File: src/rtl/counter_pkg.sv
// Shared constants and helpers for the up/down counter block.
package counter_pkg;

  localparam logic DIR_DOWN  = 1'b0;
  localparam logic DIR_UP    = 1'b1;
  localparam logic MODE_WRAP = 1'b0;
  localparam logic MODE_SAT  = 1'b1;

  // Width used by clamp_load; covers the widest legal counter.
  localparam int CLAMP_W = 16;

  // Limit a load value to the highest legal count.
  function automatic logic [CLAMP_W-1:0] clamp_load(input logic [CLAMP_W-1:0] value,
                                                    input logic [CLAMP_W-1:0] max);
    return (value > max) ? max : value;
  endfunction

endpackage

File: src/rtl/mod_updown_counter_if.sv
// Control and status bundle between the tile top level and the counter.
interface mod_updown_counter_if #(
  parameter int WIDTH = 4,
  parameter int PRE_W = 8
);
  logic             en;
  logic             dir;
  logic             sat_mode;
  logic             load;
  logic [WIDTH-1:0] load_val;
  logic [PRE_W-1:0] div;
  logic             clr_flag;
  logic [WIDTH-1:0] count;
  logic             tc;
  logic             wrap_flag;

  // Controller side: drives controls, observes status.
  modport master (
    output en, dir, sat_mode, load, load_val, div, clr_flag,
    input  count, tc, wrap_flag
  );

  // Counter side: consumes controls, produces status.
  modport slave (
    input  en, dir, sat_mode, load, load_val, div, clr_flag,
    output count, tc, wrap_flag
  );
endinterface

File: src/rtl/tick_prescaler.sv
// Clock-enable prescaler: one tick every div+1 enabled cycles.
module tick_prescaler #(
  parameter int PRE_W = 8
) (
  input  logic             clk,
  input  logic             rst_n,
  input  logic             en,
  input  logic             clr,
  input  logic [PRE_W-1:0] div,
  output logic             tick
);

  localparam logic [PRE_W-1:0] ONE = PRE_W'(1);

  logic [PRE_W-1:0] pre_cnt_reg;
  logic [PRE_W-1:0] pre_cnt_next;

  // >= rather than == so that lowering div mid-period ticks at once
  // instead of running all the way around the counter.
  assign tick = en && (pre_cnt_reg >= div);

  // Phase update: clear restarts the period, tick wraps it, enable advances it.
  always_comb begin
    pre_cnt_next = pre_cnt_reg;
    if (clr) begin
      pre_cnt_next = '0;
    end else if (tick) begin
      pre_cnt_next = '0;
    end else if (en) begin
      pre_cnt_next = pre_cnt_reg + ONE;
    end
  end

  // Phase register.
  always_ff @(posedge clk or negedge rst_n) begin
    if (!rst_n) begin
      pre_cnt_reg <= '0;
    end else begin
      pre_cnt_reg <= pre_cnt_next;
    end
  end

endmodule

File: src/rtl/mod_updown_counter.sv
// Up/down counter with programmable modulus, wrap/saturate mode, load,
// prescaled stepping, terminal-count pulse and sticky wrap flag.
module mod_updown_counter
  import counter_pkg::*;
#(
  parameter int WIDTH   = 4,
  parameter int MAX_VAL = 2**WIDTH - 1,
  parameter int PRE_W   = 8
) (
  input  logic                 clk,
  input  logic                 rst_n,
  mod_updown_counter_if.slave  bus
);

  localparam logic [WIDTH-1:0] MAX_C = WIDTH'(MAX_VAL);
  localparam logic [WIDTH-1:0] ONE   = WIDTH'(1);

  logic             tick;
  logic [WIDTH-1:0] count_reg;
  logic [WIDTH-1:0] count_next;
  logic             tc_reg;
  logic             tc_next;
  logic             wrap_reg;
  logic             wrap_next;
  logic             wrap_set;
  logic             at_bound;
  logic [WIDTH-1:0] load_clamped;

  // A load also restarts the prescaler so the next step is a full period away.
  tick_prescaler #(.PRE_W(PRE_W)) u_prescaler (
    .clk   (clk),
    .rst_n (rst_n),
    .en    (bus.en),
    .clr   (bus.load),
    .div   (bus.div),
    .tick  (tick)
  );

  assign load_clamped = WIDTH'(clamp_load(CLAMP_W'(bus.load_val), CLAMP_W'(MAX_VAL)));

  // Next count: load beats step beats hold; bound handling depends on mode.
  always_comb begin
    count_next = count_reg;
    tc_next    = 1'b0;
    wrap_set   = 1'b0;
    at_bound   = (bus.dir == DIR_UP) ? (count_reg == MAX_C) : (count_reg == '0);
    if (bus.load) begin
      count_next = load_clamped;
    end else if (tick) begin
      if (at_bound) begin
        tc_next = 1'b1;
        if (bus.sat_mode == MODE_WRAP) begin
          count_next = (bus.dir == DIR_UP) ? '0 : MAX_C;
          wrap_set   = 1'b1;
        end
      end else begin
        count_next = (bus.dir == DIR_UP) ? (count_reg + ONE) : (count_reg - ONE);
      end
    end
  end

  // A wrap in the same cycle as a clear leaves the flag set.
  assign wrap_next = wrap_set | (wrap_reg & ~bus.clr_flag);

  // Count, terminal-count and wrap-flag registers.
  always_ff @(posedge clk or negedge rst_n) begin
    if (!rst_n) begin
      count_reg <= '0;
      tc_reg    <= 1'b0;
      wrap_reg  <= 1'b0;
    end else begin
      count_reg <= count_next;
      tc_reg    <= tc_next;
      wrap_reg  <= wrap_next;
    end
  end

  assign bus.count     = count_reg;
  assign bus.tc        = tc_reg;
  assign bus.wrap_flag = wrap_reg;

endmodule
File: src/flat_wrapper.sv
// flat-port wrapper written by rule: the top's interface ports become plain ports
module mod_updown_counter_flat import counter_pkg::*;
#(
  parameter int WIDTH   = 4,
  parameter int MAX_VAL = 2**WIDTH - 1,
  parameter int PRE_W   = 8
)
  (clk, rst_n, bus_en, bus_dir, bus_sat_mode, bus_load, bus_load_val, bus_div, bus_clr_flag, bus_count, bus_tc, bus_wrap_flag);
  mod_updown_counter_if #(.WIDTH(WIDTH), .PRE_W(PRE_W)) bus_i ();
  input  logic clk;
  input  logic rst_n;
  input wire logic [$bits(bus_i.en)-1:0] bus_en;
  input wire logic [$bits(bus_i.dir)-1:0] bus_dir;
  input wire logic [$bits(bus_i.sat_mode)-1:0] bus_sat_mode;
  input wire logic [$bits(bus_i.load)-1:0] bus_load;
  input wire logic [$bits(bus_i.load_val)-1:0] bus_load_val;
  input wire logic [$bits(bus_i.div)-1:0] bus_div;
  input wire logic [$bits(bus_i.clr_flag)-1:0] bus_clr_flag;
  output wire logic [$bits(bus_i.count)-1:0] bus_count;
  output wire logic [$bits(bus_i.tc)-1:0] bus_tc;
  output wire logic [$bits(bus_i.wrap_flag)-1:0] bus_wrap_flag;
  assign bus_i.en = bus_en;
  assign bus_i.dir = bus_dir;
  assign bus_i.sat_mode = bus_sat_mode;
  assign bus_i.load = bus_load;
  assign bus_i.load_val = bus_load_val;
  assign bus_i.div = bus_div;
  assign bus_i.clr_flag = bus_clr_flag;
  assign bus_count = bus_i.count;
  assign bus_tc = bus_i.tc;
  assign bus_wrap_flag = bus_i.wrap_flag;
  mod_updown_counter #(.WIDTH(WIDTH), .MAX_VAL(MAX_VAL), .PRE_W(PRE_W)) u_core (.clk(clk), .rst_n(rst_n), .bus(bus_i));
endmodule
File: config.mk
export PLATFORM = sky130hd
export DESIGN_NAME = mod_updown_counter_flat
export DESIGN_NICKNAME = d
export VERILOG_FILES = /design/src/rtl/counter_pkg.sv /design/src/rtl/mod_updown_counter_if.sv /design/src/rtl/tick_prescaler.sv /design/src/rtl/mod_updown_counter.sv /design/src/flat_wrapper.sv
export SDC_FILE = /design/constraint.sdc
export NUM_CORES = 1
export LEC_CHECK = 0
export BUFFER_PORTS_ARGS = -buffer_cell sky130_fd_sc_hd__buf_2
export CORE_ASPECT_RATIO = 0.5
export CORE_UTILIZATION = 35
export CTS_CLUSTER_DIAMETER = 60
export CTS_CLUSTER_SIZE = 20
export DETAILED_ROUTE_END_ITERATION = 10
export HOLD_SLACK_MARGIN = 0.05
export PLACE_DENSITY = 0.56
export REMOVE_ABC_BUFFERS = 1
export SYNTH_ARGS = -nofsm -noshare
export SYNTH_HDL_FRONTEND = slang
export SYNTH_SLANG_ARGS = --single-unit
File: constraint.sdc
create_clock -name clk -period 3.1 [get_ports clk]
set_clock_uncertainty 0.15 [all_clocks]
set_input_delay 0 -clock clk [delete_from_list [all_inputs] [get_ports clk]]
set_output_delay 0 -clock clk [all_outputs]
set_load 0.05 [all_outputs]
==> impl_metrics.prom, run 1 <==
# TYPE chip_impl_metric gauge
chip_impl_metric{name="cts_inserted_buffers",unit=""} 3
chip_impl_metric{name="maxCapViolCount",unit=""} 0
chip_impl_metric{name="detailedRoute.firstPassIterationCount",unit=""} 4
chip_impl_metric{name="post_drt_wl_per_cell",unit="µm"} 12.1
chip_impl_info{name="timing.hold.worst_endpoint",value="u_core.bus.count[3]"} 1
chip_impl_metric{name="synth_area_in_xor_xnor",unit="%"} 5.65
chip_impl_info{name="critical_path.reg2reg.endpoint",value="u_core.bus.wrap_flag"} 1
chip_impl_info{name="synth_ff_type",value="dfrtp_1"} 1
chip_impl_info{name="status",value="finished, final reports clean"} 1
chip_impl_metric{name="peakVddDrop",unit="mV"} 0.193
chip_impl_metric{name="gpl.final_weighted_congestion",unit=""} 0.720
chip_impl_metric{name="htree_num_levels",unit=""} 1
chip_impl_metric{name="layout.filler_cells",unit=""} 272
chip_impl_info{name="cp_slowest_cell",value="dlygate4sd3_1"} 1
chip_impl_metric{name="max_clock_freq",unit="GHz"} 0.356
chip_impl_metric{name="ctsResizeCount",unit=""} 0
chip_impl_metric{name="synth_enable_flop_cells",unit=""} 0
chip_impl_metric{name="floorplan.io_pins",unit=""} 25
chip_impl_metric{name="final-max-slew-violation-count",unit=""} 0
chip_impl_metric{name="post_route_cells_drive_above_1_share",unit="%"} 22.8
chip_impl_metric{name="first_pass_grt_wire_length",unit="mm"} 3.84
chip_impl_metric{name="dieHeight",unit="µm"} 41.4
chip_impl_metric{name="post-cts-setup-buffer-count",unit=""} 0
chip_impl_metric{name="postRouteWirelength",unit="mm"} 2.37
chip_impl_metric{name="place_hpwl",unit="mm"} 1.72
chip_impl_metric{name="power.static_leakage",unit="nW"} 0.728
chip_impl_metric{name="diodes",unit=""} 0
chip_impl_metric{name="finalWorstPathRequiredPeriod",unit="ps"} 2810
chip_impl_metric{name="asyncSetResetFlopFracSynth",unit="%"} 100
chip_impl_metric{name="report.final.setup_viol",unit=""} 0
chip_impl_metric{name="fin_total_pwr",unit="W"} 0.000575
chip_impl_metric{name="crit_path_max_fo",unit=""} 4
chip_impl_metric{name="areaGrowthSynthToFinish",unit="%"} 30.3
chip_impl_metric{name="placement.io_buffers",unit=""} 24
chip_impl_metric{name="met1_routed_wirelength_after_detailed_routing",unit="mm"} 1.26
chip_impl_metric{name="hold_buffers",unit=""} 12
chip_impl_info{name="cts_tree",value="done"} 1
chip_impl_metric{name="nNetsFinal",unit=""} 190
chip_impl_metric{name="largest_register_ffs",unit=""} 8
chip_impl_metric{name="max-slew-margin-rel",unit="%"} 58.4
chip_impl_metric{name="power_density",unit="nW/µm²"} 406
chip_impl_metric{name="rrSetupSlack",unit="ps"} 290
chip_impl_info{name="worstSetupStartpointType",value="register"} 1
chip_impl_metric{name="synth.ff_latch_count",unit=""} 14
chip_impl_metric{name="synth_area",unit="µm²"} 1090
chip_impl_metric{name="final_antenna_net_count",unit=""} 0
chip_impl_metric{name="floorplan.die.width",unit="µm"} 80.8
chip_impl_metric{name="syn-mean-instance-area",unit="µm²"} 8.98
chip_impl_metric{name="critical_path_arrival",unit="ps"} 2780
chip_impl_metric{name="detail_route.vias_per_cell",unit=""} 4.82
chip_impl_info{name="r2r-start",value="u_core.u_prescaler.pre_cnt_reg[0]"} 1
chip_impl_info{name="top_layer_used",value="met4"} 1
chip_impl_metric{name="hold_viol",unit=""} 0
chip_impl_metric{name="insertion_delay",unit="ps"} 240
chip_impl_info{name="tightest_hold_check_type",value="primary input to register"} 1
chip_impl_metric{name="synth_fa_ha_area_share",unit="%"} 14.5
chip_impl_metric{name="placement.cell_area",unit="µm²"} 1240
chip_impl_metric{name="reg2reg_depth",unit=""} 8
chip_impl_metric{name="fp-row-count",unit=""} 13
chip_impl_metric{name="grt_max_degree",unit=""} 20
chip_impl_metric{name="timing_worst_slew_pin_value",unit="ps"} 623
chip_impl_metric{name="ys_seq_area_share",unit="%"} 32.3
chip_impl_info{name="post_synth_most_frequent_cells",value="dfrtp_1 (14), inv_1 (14), nor2_1 (12)"} 1
chip_impl_info{name="worstHoldStart",value="bus_load_val[3]"} 1
chip_impl_info{name="timing.setup.critical_path_class",value="register to register"} 1
chip_impl_metric{name="route.detailed.drc",unit=""} 0
chip_impl_metric{name="post_synthesis_instance_total",unit=""} 121
chip_impl_metric{name="timing.hold.ws",unit="ps"} 57.5
chip_impl_info{name="timing.critical_path.cells",value="inv_1 > ha_1 > nand2b_4 > a2111o_1 > a31oi_1 > nor4_2 > a22o_1 > dlygate4sd3_1"} 1
chip_impl_metric{name="synth_cell_types",unit=""} 40
chip_impl_metric{name="initial_cell_density_of_the_core",unit="%"} 39.3
chip_impl_metric{name="whs_path_depth",unit=""} 4
chip_impl_metric{name="first_global_vias",unit=""} 811
chip_impl_metric{name="cts.sinks",unit=""} 14
chip_impl_metric{name="synth_warnings",unit=""} 0
chip_impl_metric{name="track_usage",unit="%"} 16.1
chip_impl_metric{name="drtIter0Drc",unit=""} 37
chip_impl_info{name="rsz0062_at_grt",value="no"} 1
chip_impl_info{name="synth.area.top_cells",value="dfrtp_1 (32%), ha_1 (13%), inv_1 (4.8%), nor2_1 (4.1%), a21oi_1 (3.7%)"} 1
chip_impl_metric{name="cts.reportedPaths.clkPinSlew",unit="ps"} 60
chip_impl_info{name="clock-root-buffer",value="clkbuf_8"} 1
chip_impl_metric{name="critPathMaxStageDelay",unit="ps"} 570
chip_impl_info{name="yosysTopAreaCell",value="dfrtp_1"} 1
chip_impl_info{name="timing.critical_path.to_type",value="register"} 1
chip_impl_metric{name="globalRouteOverflowTotal",unit=""} 0
chip_impl_metric{name="critical_path_required",unit="ps"} 3070
chip_impl_metric{name="muxShareOfSynthArea",unit="%"} 2.88
chip_impl_metric{name="tns",unit="ps"} 0
chip_impl_metric{name="met2_length",unit="µm"} 994
chip_impl_metric{name="dr_total_vias",unit=""} 940
chip_impl_metric{name="final_min_period_over_clock_period",unit="%"} 90.6
chip_impl_metric{name="synth-compound-area-share",unit="%"} 17.4
chip_impl_info{name="synth_top_family_by_area",value="simple AND/OR/NAND/NOR gates"} 1
chip_impl_metric{name="dieArea",unit="µm²"} 3340
chip_impl_metric{name="cts.path.max_buffers",unit=""} 2
chip_impl_metric{name="antenna_violations_before_repair",unit=""} 0
chip_impl_metric{name="floorplan.core_area",unit="µm²"} 2770
chip_impl_metric{name="synthDominantCellAreaShare",unit="%"} 32.3
chip_impl_metric{name="yosys.area_share.simple",unit="%"} 21.3
chip_impl_metric{name="route.met3.wl",unit="µm"} 91
chip_impl_metric{name="fin_area",unit="µm²"} 1420
[area by class of cell]
cell class / count / area (µm²) / share of cell area [%]
well taps: 37 / 46.3 / 3.27
multi-input cells: 90 / 671 / 47.4
clock buffers: 4 / 55.1 / 3.89
flip-flops and latches: 14 / 350 / 24.8
inverters: 14 / 52.6 / 3.71
repair buffers: 36 / 240 / 17.0
[cells in the final DEF (no fill, tap or decap), types with 2 or more instances in the layout]
| master | Yosys | routed |
|---|---|---|
| mux2i_1 | 2 | 2 |
| xnor2_1 | 3 | 3 |
| ha_1 | 11 | 11 |
| dlygate4sd3_1 | 0 | 12 |
| inv_1 | 14 | 14 |
| nor2_1 | 12 | 12 |
| a21o_1 | 2 | 2 |
| o21ai_0 | 3 | 3 |
| a21oi_1 | 8 | 8 |
| dfrtp_1 | 14 | 14 |
| buf_2 | 1 | 24 |
| and3_1 | 3 | 3 |
| xor2_1 | 4 | 4 |
| nand3_1 | 6 | 6 |
| nand2_1 | 9 | 9 |
| clkbuf_8 | 0 | 4 |
| a22o_1 | 2 | 2 |
| and4b_1 | 2 | 2 |
[cell families after synthesis]
kind of cell | count (synthesis)
simple gates | 42
fa+ha+maj | 12
mux | 3
flops | 14
compound gates | 26
xor+xnor | 7
buf+inv | 17
[routing by layer]
layer | global-route usage [%] | vias to the layer above
li1 | - | 504
met1 | 21.2 | 407
met2 | 28.6 | 27
met3 | 1.96 | 2
met4 | 5.36 | 0
met5 | 0 | -
[critical path: cells and delay by family, from the launching register on]
| family | cells | cell delay [ps] |
|---|---|---|
| simple gates | 2 | 250 |
| fa+ha+maj | 1 | 260 |
| compound gates | 3 | 990 |
| buf+inv | 2 | 640 |
| flops | 1 | 380 |
[report_power, final]
| group | switching [W] | leakage [nW] | internal (W) |
|---|---|---|---|
| clock | 0.0000618 | 0.0288 | 0.000112 |
| combinational | 0.000106 | 0.514 | 0.0000778 |
| sequential | 0.0000210 | 0.185 | 0.000196 |
[how the worst max path moves through the flow]
stage,start,end,cells past startpoint
CTS,u_core.u_prescaler.pre_cnt_reg[0],u_core.bus.wrap_flag,8
finish,u_core.u_prescaler.pre_cnt_reg[0],u_core.bus.wrap_flag,8
floorplan,u_core.u_prescaler.pre_cnt_reg[0],u_core.bus.count[2],7
detailed placement,u_core.u_prescaler.pre_cnt_reg[0],u_core.bus.count[2],7
global placement,u_core.u_prescaler.pre_cnt_reg[0],u_core.bus.count[2],7
global route,u_core.u_prescaler.pre_cnt_reg[0],u_core.bus.wrap_flag,8
[stage by stage]
stage | worst slack, ps | instances | util, %
final | 292 | 195 | 51.2
after CTS | 340 | 195 | 51.2
after global routing | 152 | 195 | 51.2
after floorplan | 848 | 118 | -
after detailed placement | 733 | 179 | 44.8
after global placement | 787 | 179 | 44.8
Power figures use the tool's default switching activity.
==> run 2, diff against run 1 <==
CTS_BUF_LIST = sky130_fd_sc_hd__clkbuf_8   (was not set)
PLACE_DENSITY = not set   (was 0.56)
==> run 2 against run 1 <==
Net effect: global-route usage shrank 1.3 points; fmax down 0.30%; cell count stayed put; combinational power about the same; setup slack lost 8.4 ps; core utilization unchanged; sequential power about the same; die area unchanged; critical endpoint unchanged; via count is 0.43% higher; final area is the same; highest routed layer unchanged; non-clock buffer count unchanged.
==> impl_metrics.prom, run 2 (synthesis results as in run 1) <==
# TYPE chip_impl_metric gauge
chip_impl_metric{name="combinationalPowerShare",unit="%"} 31.9
chip_impl_metric{name="power.static_leakage",unit="nW"} 0.728
chip_impl_info{name="status",value="finished, final reports clean"} 1
chip_impl_metric{name="globalRouteOverflowTotal",unit=""} 0
chip_impl_metric{name="detail_route.vias_per_cell",unit=""} 4.84
chip_impl_metric{name="largest_register_ffs",unit=""} 8
chip_impl_metric{name="postRouteWirelength",unit="mm"} 2.25
chip_impl_info{name="timing.hold.worst_endpoint",value="u_core.bus.count[3]"} 1
chip_impl_metric{name="gpl.final_weighted_congestion",unit=""} 0.706
chip_impl_metric{name="hold_viol",unit=""} 0
chip_impl_metric{name="dieArea",unit="µm²"} 3340
chip_impl_metric{name="grt_max_degree",unit=""} 20
chip_impl_metric{name="floorplan.core_area",unit="µm²"} 2770
chip_impl_metric{name="power.share.switching",unit="%"} 32.7
chip_impl_metric{name="dpl.cell_count",unit=""} 179
chip_impl_metric{name="report.final.setup_viol",unit=""} 0
chip_impl_metric{name="detailedRoute.firstPassIterationCount",unit=""} 4
chip_impl_metric{name="htree_num_levels",unit=""} 1
chip_impl_metric{name="areaGrowthSynthToFinish",unit="%"} 30.3
chip_impl_metric{name="critical_path_required",unit="ps"} 3060
chip_impl_metric{name="antenna_violations_before_repair",unit=""} 0
chip_impl_info{name="worstSetupStartpointType",value="register"} 1
chip_impl_metric{name="track_usage",unit="%"} 14.8
chip_impl_metric{name="post_drt_wl_per_cell",unit="µm"} 11.5
chip_impl_metric{name="dieHeight",unit="µm"} 41.4
chip_impl_metric{name="final-max-slew-violation-count",unit=""} 0
chip_impl_metric{name="power.internal",unit="W"} 0.000386
chip_impl_metric{name="final_antenna_net_count",unit=""} 0
chip_impl_info{name="critical_path.reg2reg.endpoint",value="u_core.bus.wrap_flag"} 1
chip_impl_metric{name="finalWorstPathRequiredPeriod",unit="ps"} 2820
chip_impl_metric{name="placement.io_buffers",unit=""} 24
chip_impl_metric{name="pwr-share-seq",unit="%"} 37.7
chip_impl_metric{name="cts_inserted_buffers",unit=""} 3
chip_impl_metric{name="initial_cell_density_of_the_core",unit="%"} 39.3
chip_impl_metric{name="final_min_period_over_clock_period",unit="%"} 90.8
chip_impl_info{name="worstHoldStart",value="bus_load_val[3]"} 1
chip_impl_info{name="most_frequent_standard_cell_in_the_layout_excluding_fill_and_tap_cells",value="buf_2"} 1
chip_impl_info{name="tightest_hold_check_type",value="primary input to register"} 1
chip_impl_metric{name="route.detailed.drc",unit=""} 0
chip_impl_metric{name="power_density",unit="nW/µm²"} 405
chip_impl_metric{name="max-slew-margin-rel",unit="%"} 58.1
chip_impl_metric{name="p_sw",unit="W"} 0.000187
chip_impl_metric{name="cts.reportedPaths.clkPinSlew",unit="ps"} 60
chip_impl_info{name="r2r-start",value="u_core.u_prescaler.pre_cnt_reg[0]"} 1
chip_impl_metric{name="tns",unit="ps"} 0
chip_impl_metric{name="max_clock_freq",unit="GHz"} 0.355
chip_impl_metric{name="fp-row-count",unit=""} 13
chip_impl_info{name="cts_tree",value="done"} 1
chip_impl_info{name="rsz0062_at_grt",value="no"} 1
chip_impl_metric{name="first_pass_grt_wire_length",unit="mm"} 3.60
chip_impl_info{name="timing.critical_path.to_type",value="register"} 1
chip_impl_metric{name="cts.path.max_buffers",unit=""} 2
chip_impl_metric{name="post-cts-setup-buffer-count",unit=""} 0
chip_impl_metric{name="crit_path_max_fo",unit=""} 4
chip_impl_metric{name="insertion_delay",unit="ps"} 240
chip_impl_metric{name="reg2reg_depth",unit=""} 8
chip_impl_metric{name="timing_worst_slew_pin_value",unit="ps"} 626
chip_impl_metric{name="peakVddDrop",unit="mV"} 0.158
chip_impl_metric{name="dr_total_vias",unit=""} 944
chip_impl_metric{name="drtIter0Drc",unit=""} 30
chip_impl_metric{name="maxCapViolCount",unit=""} 0
chip_impl_metric{name="rrSetupSlack",unit="ps"} 280
chip_impl_metric{name="cts.sinks",unit=""} 14
chip_impl_metric{name="pwr-share-clk",unit="%"} 30.4
chip_impl_metric{name="nNetsFinal",unit=""} 190
chip_impl_metric{name="layoutNonFillerInstCount",unit=""} 195
chip_impl_info{name="final_cell_mix",value="buf_2 (24), inv_1 (14), dfrtp_1 (14), nor2_1 (12), dlygate4sd3_1 (12)"} 1
chip_impl_metric{name="diodes",unit=""} 0
chip_impl_metric{name="whs_path_depth",unit=""} 4
chip_impl_info{name="timing.setup.critical_path_class",value="register to register"} 1
chip_impl_metric{name="first_global_vias",unit=""} 775
chip_impl_metric{name="layout.filler_cells",unit=""} 265
chip_impl_metric{name="critical_path_arrival",unit="ps"} 2780
chip_impl_metric{name="place_hpwl",unit="mm"} 1.70
chip_impl_metric{name="floorplan.io_pins",unit=""} 25
chip_impl_metric{name="post_route_cells_drive_above_1_share",unit="%"} 22.8
chip_impl_metric{name="floorplan.die.width",unit="µm"} 80.8
chip_impl_info{name="clock-root-buffer",value="clkbuf_8"} 1
[run 2: cell counts in the layout (fill, tap and decap cells not counted)]
Identical to the previous run, type by type.
[run 2: layout make-up]
class | instances | area, µm² | share of cell area (%)
clock buffers | 4 | 55.1 | 3.89
inverters | 14 | 52.6 | 3.71
multi-input cells | 90 | 671 | 47.4
flip-flops and latches | 14 | 350 | 24.8
well taps | 37 | 46.3 | 3.27
repair buffers | 36 | 240 | 17.0
[run 2: power groups by stage]
stage                     combinational [W]  clock (W)  sequential (W)
after detailed placement           0.000175          0        0.000219
final                              0.000183   0.000174        0.000216
after global routing               0.000202   0.000186        0.000219
after CTS                          0.000186   0.000179        0.000216
after floorplan                   0.0000906          0        0.000251
after global placement             0.000174          0        0.000219
[run 2: timing repair]
action	4_1_cts	5_1_grt
gates resized for setup	0	0
hold endpoints to repair	23	0
hold buffers	12	0
[run 2: worst max path at each step]
stage / slack, ps / endpoint / startpoint
finish: 280 / u_core.bus.wrap_flag / u_core.u_prescaler.pre_cnt_reg[0]
global route: 210 / u_core.bus.wrap_flag / u_core.u_prescaler.pre_cnt_reg[0]
CTS: 360 / u_core.bus.wrap_flag / u_core.u_prescaler.pre_cnt_reg[0]
detailed placement: 740 / u_core.bus.count[2] / u_core.u_prescaler.pre_cnt_reg[0]
global placement: 790 / u_core.bus.count[2] / u_core.u_prescaler.pre_cnt_reg[0]
floorplan: 850 / u_core.bus.count[2] / u_core.u_prescaler.pre_cnt_reg[0]
[run 2: routing by layer]
| metal | vias to the layer above | global-route usage (%) | part of all wire, % |
|---|---|---|---|
| li1 | 500 | - | - |
| met1 | 430 | 20.8 | 55 |
| met2 | 12 | 23.7 | 42 |
| met3 | 2 | 1.96 | 2.7 |
| met4 | 0 | 5.36 | 0.53 |
| met5 | - | 0 | 0 |
[run 2: through the flow]
step	setup WS [ps]	instance area [µm²]	hold slack, ps	power, W	utilization, %
after global placement	791	1240	-239	0.000393	44.8
after global routing	210	1420	89.1	0.000607	51.2
after CTS	355	1420	63.7	0.000581	51.2
final	284	1420	59.1	0.000573	51.2
after floorplan	848	1070	-446	0.000342	-
after detailed placement	741	1240	-237	0.000394	44.8
[run 2: critical path, stage by stage, from the launching register on]
cell           delay [ps]
dfrtp_1               380
inv_1                  70
ha_1                  260
nand2b_4              130
a2111o_1              410
a31oi_1               390
nor4_2                110
a22o_1                210
dlygate4sd3_1         570
==> run 3, diff against run 2 <==
CORE_ASPECT_RATIO = not set   (was 0.5)
==> run 3 against run 2 <==
Net effect: the flow now finishes with violations (DRC); register-to-register slack improved by 110 ps; total power fell by 0.49%; count of clock-buffer cells in the layout did not move; core utilization fell by 1.8 points; global-route usage rose by 0.62 points; worst hold slack got worse by 3.1 ps; sequential power barely moved; combinational power barely moved; critical path type unchanged; critical endpoint unchanged; largest power group unchanged; highest routed layer unchanged.
==> impl_metrics.prom, run 3 (synthesis results as in run 1) <==
# TYPE chip_impl_metric gauge
chip_impl_info{name="status",value="complete, but fails checks"} 1
chip_impl_info{name="failed_checks",value="DRC"} 1
chip_impl_info{name="worstHoldStart",value="bus_load_val[3]"} 1
chip_impl_metric{name="cts_inserted_buffers",unit=""} 3
chip_impl_metric{name="post-cts-setup-buffer-count",unit=""} 0
chip_impl_metric{name="critical_path_required",unit="ps"} 3070
chip_impl_metric{name="hold_viol",unit=""} 0
chip_impl_metric{name="reg2reg_depth",unit=""} 8
chip_impl_metric{name="drtIter0Drc",unit=""} 26
chip_impl_metric{name="cts.path.max_buffers",unit=""} 2
chip_impl_metric{name="postLayoutCoreUtil",unit="%"} 49.3
chip_impl_metric{name="detailedRoute.firstPassIterationCount",unit=""} 7
chip_impl_metric{name="tns",unit="ps"} 0
chip_impl_metric{name="final_min_period_over_clock_period",unit="%"} 87.4
chip_impl_info{name="critical_path.reg2reg.endpoint",value="u_core.bus.wrap_flag"} 1
chip_impl_metric{name="placement.io_buffers",unit=""} 24
chip_impl_metric{name="track_usage",unit="%"} 15.4
chip_impl_metric{name="maxCapViolCount",unit=""} 0
chip_impl_metric{name="nNetsFinal",unit=""} 190
chip_impl_info{name="r2r-start",value="u_core.u_prescaler.pre_cnt_reg[0]"} 1
chip_impl_metric{name="globalRouteOverflowTotal",unit=""} 0
chip_impl_metric{name="place_hpwl",unit="mm"} 1.75
chip_impl_metric{name="floorplan.die.width",unit="µm"} 57.7
chip_impl_info{name="final_cell_mix",value="buf_2 (24), inv_1 (14), dfrtp_1 (14), nor2_1 (12), dlygate4sd3_1 (12)"} 1
chip_impl_metric{name="power.static_leakage",unit="nW"} 0.728
chip_impl_metric{name="floorplan.io_pins",unit=""} 25
chip_impl_metric{name="finalWorstPathRequiredPeriod",unit="ps"} 2710
chip_impl_metric{name="detail_route.vias_per_cell",unit=""} 5.11
chip_impl_metric{name="dieArea",unit="µm²"} 3330
chip_impl_info{name="timing.critical_path.to_type",value="register"} 1
chip_impl_metric{name="crit_path_max_fo",unit=""} 4
chip_impl_metric{name="max-slew-margin-rel",unit="%"} 58.9
chip_impl_metric{name="rrSetupSlack",unit="ps"} 390
chip_impl_metric{name="dr_total_vias",unit=""} 966
chip_impl_metric{name="areaGrowthSynthToFinish",unit="%"} 29.6
chip_impl_info{name="cts_tree",value="done"} 1
chip_impl_metric{name="fp-row-count",unit=""} 19
chip_impl_info{name="cp_slowest_cell",value="dlygate4sd3_1"} 1
chip_impl_metric{name="postRouteWirelength",unit="mm"} 2.22
chip_impl_info{name="timing.critical_path.cells",value="inv_1 > ha_1 > nand2b_4 > a2111o_1 > a31oi_1 > nor4_2 > a22o_1 > dlygate4sd3_1"} 1
chip_impl_metric{name="gpl.final_weighted_congestion",unit=""} 0.800
chip_impl_metric{name="final-max-slew-violation-count",unit=""} 0
chip_impl_metric{name="critical_path_arrival",unit="ps"} 2680
chip_impl_metric{name="worst-path-buf-inv",unit=""} 2
chip_impl_metric{name="timing_worst_slew_pin_value",unit="ps"} 615
chip_impl_metric{name="htree_num_levels",unit=""} 1
chip_impl_metric{name="diodes",unit=""} 0
chip_impl_metric{name="ctsResizeCount",unit=""} 0
chip_impl_metric{name="power_density",unit="nW/µm²"} 405
chip_impl_info{name="timing.hold.worst_endpoint",value="u_core.bus.count[3]"} 1
chip_impl_metric{name="initial_cell_density_of_the_core",unit="%"} 38.1
chip_impl_info{name="most_frequent_standard_cell_in_the_layout_excluding_fill_and_tap_cells",value="buf_2"} 1
chip_impl_metric{name="grt_max_degree",unit=""} 20
chip_impl_metric{name="fin_area",unit="µm²"} 1410
chip_impl_metric{name="dieHeight",unit="µm"} 57.7
chip_impl_metric{name="post_drt_wl_per_cell",unit="µm"} 11.7
chip_impl_metric{name="max_clock_freq",unit="GHz"} 0.369
chip_impl_info{name="worstSetupStartpointType",value="register"} 1
chip_impl_metric{name="route.detailed.drc",unit=""} 2
chip_impl_info{name="rsz0062_at_grt",value="no"} 1
chip_impl_metric{name="first_global_vias",unit=""} 969
chip_impl_metric{name="critPathMaxStageDelay",unit="ps"} 550
chip_impl_info{name="tightest_hold_check_type",value="primary input to register"} 1
chip_impl_metric{name="largest_register_ffs",unit=""} 8
chip_impl_metric{name="peakVddDrop",unit="mV"} 0.211
chip_impl_metric{name="insertion_delay",unit="ps"} 240
chip_impl_metric{name="cts.reportedPaths.clkPinSlew",unit="ps"} 60
chip_impl_metric{name="post_route_cells_drive_above_1_share",unit="%"} 22.8
chip_impl_info{name="clock-root-buffer",value="clkbuf_8"} 1
chip_impl_metric{name="first_pass_grt_wire_length",unit="mm"} 4.01
chip_impl_info{name="timing.setup.critical_path_class",value="register to register"} 1
chip_impl_metric{name="hold_buffers",unit=""} 12
chip_impl_metric{name="floorplan.core_area",unit="µm²"} 2850
chip_impl_metric{name="cts.sinks",unit=""} 14
chip_impl_metric{name="whs_path_depth",unit=""} 4
chip_impl_metric{name="timing.hold.ws",unit="ps"} 56.0
chip_impl_metric{name="report.final.setup_viol",unit=""} 0
chip_impl_metric{name="final_antenna_net_count",unit=""} 0
chip_impl_metric{name="placement.cell_area",unit="µm²"} 1230
chip_impl_metric{name="antenna_violations_before_repair",unit=""} 0
chip_impl_info{name="critPathTopFamily",value="compound AO/OA/AOI/OAI gates"} 1
## run 3: area by class of cell
cell class / instances / area (µm²)
Fill cell: 294 / 1450
Inverter: 14 / 52.6
Multi-Input combinational cell: 90 / 671
Sequential cell: 14 / 350
Tap cell: 31 / 38.8
Timing Repair Buffer: 36 / 240
Clock buffer: 4 / 55.1
## run 3: tightest hold or removal path, stage by stage
cell and delay (ps):
buf_2 90, inv_1 60, a22o_1 150, o221ai_2 90
## run 3: where the power goes
| part | leakage [nW] | internal [W] | switching, W |
|---|---|---|---|
| Combinational | 0.514 | 0.0000779 | 0.000105 |
| Clock | 0.0288 | 0.000112 | 0.0000594 |
| Sequential | 0.185 | 0.000196 | 0.0000196 |
| Total | 0.728 | 0.000386 | 0.000184 |
## run 3: through the flow
| stage | std cells | total power, W | setup WS [ps] |
|---|---|---|---|
| floorplan | 118 | 0.000342 | 848 |
| global placement | 173 | 0.000390 | 789 |
| detailed placement | 173 | 0.000392 | 742 |
| CTS | 189 | 0.000578 | 388 |
| global route | 189 | 0.000612 | 270 |
| finish | 189 | 0.000570 | 389 |
## run 3: how the worst max path moves through the flow
stage / to / depth (start not counted) / startpoint
after floorplan: u_core.bus.count[2] / 7 / u_core.u_prescaler.pre_cnt_reg[0]
after global placement: u_core.bus.count[2] / 7 / u_core.u_prescaler.pre_cnt_reg[0]
after detailed placement: u_core.bus.count[2] / 7 / u_core.u_prescaler.pre_cnt_reg[0]
after CTS: u_core.bus.wrap_flag / 8 / u_core.u_prescaler.pre_cnt_reg[0]
after global routing: u_core.bus.wrap_flag / 8 / u_core.u_prescaler.pre_cnt_reg[0]
final: u_core.bus.wrap_flag / 8 / u_core.u_prescaler.pre_cnt_reg[0]
## run 3: per-layer routing
| metal | up-vias | part of all wire, % | GRT usage, % | routed length (µm) |
|---|---|---|---|---|
| met4 | 0 | 0.63 | 5.10 | 14 |
| met3 | 2 | 4.2 | 2.01 | 92 |
| met1 | 451 | 47 | 19.1 | 1030 |
| li1 | 493 | - | - | - |
| met2 | 20 | 49 | 27.6 | 1080 |
| met5 | - | 0 | 0 | 0 |
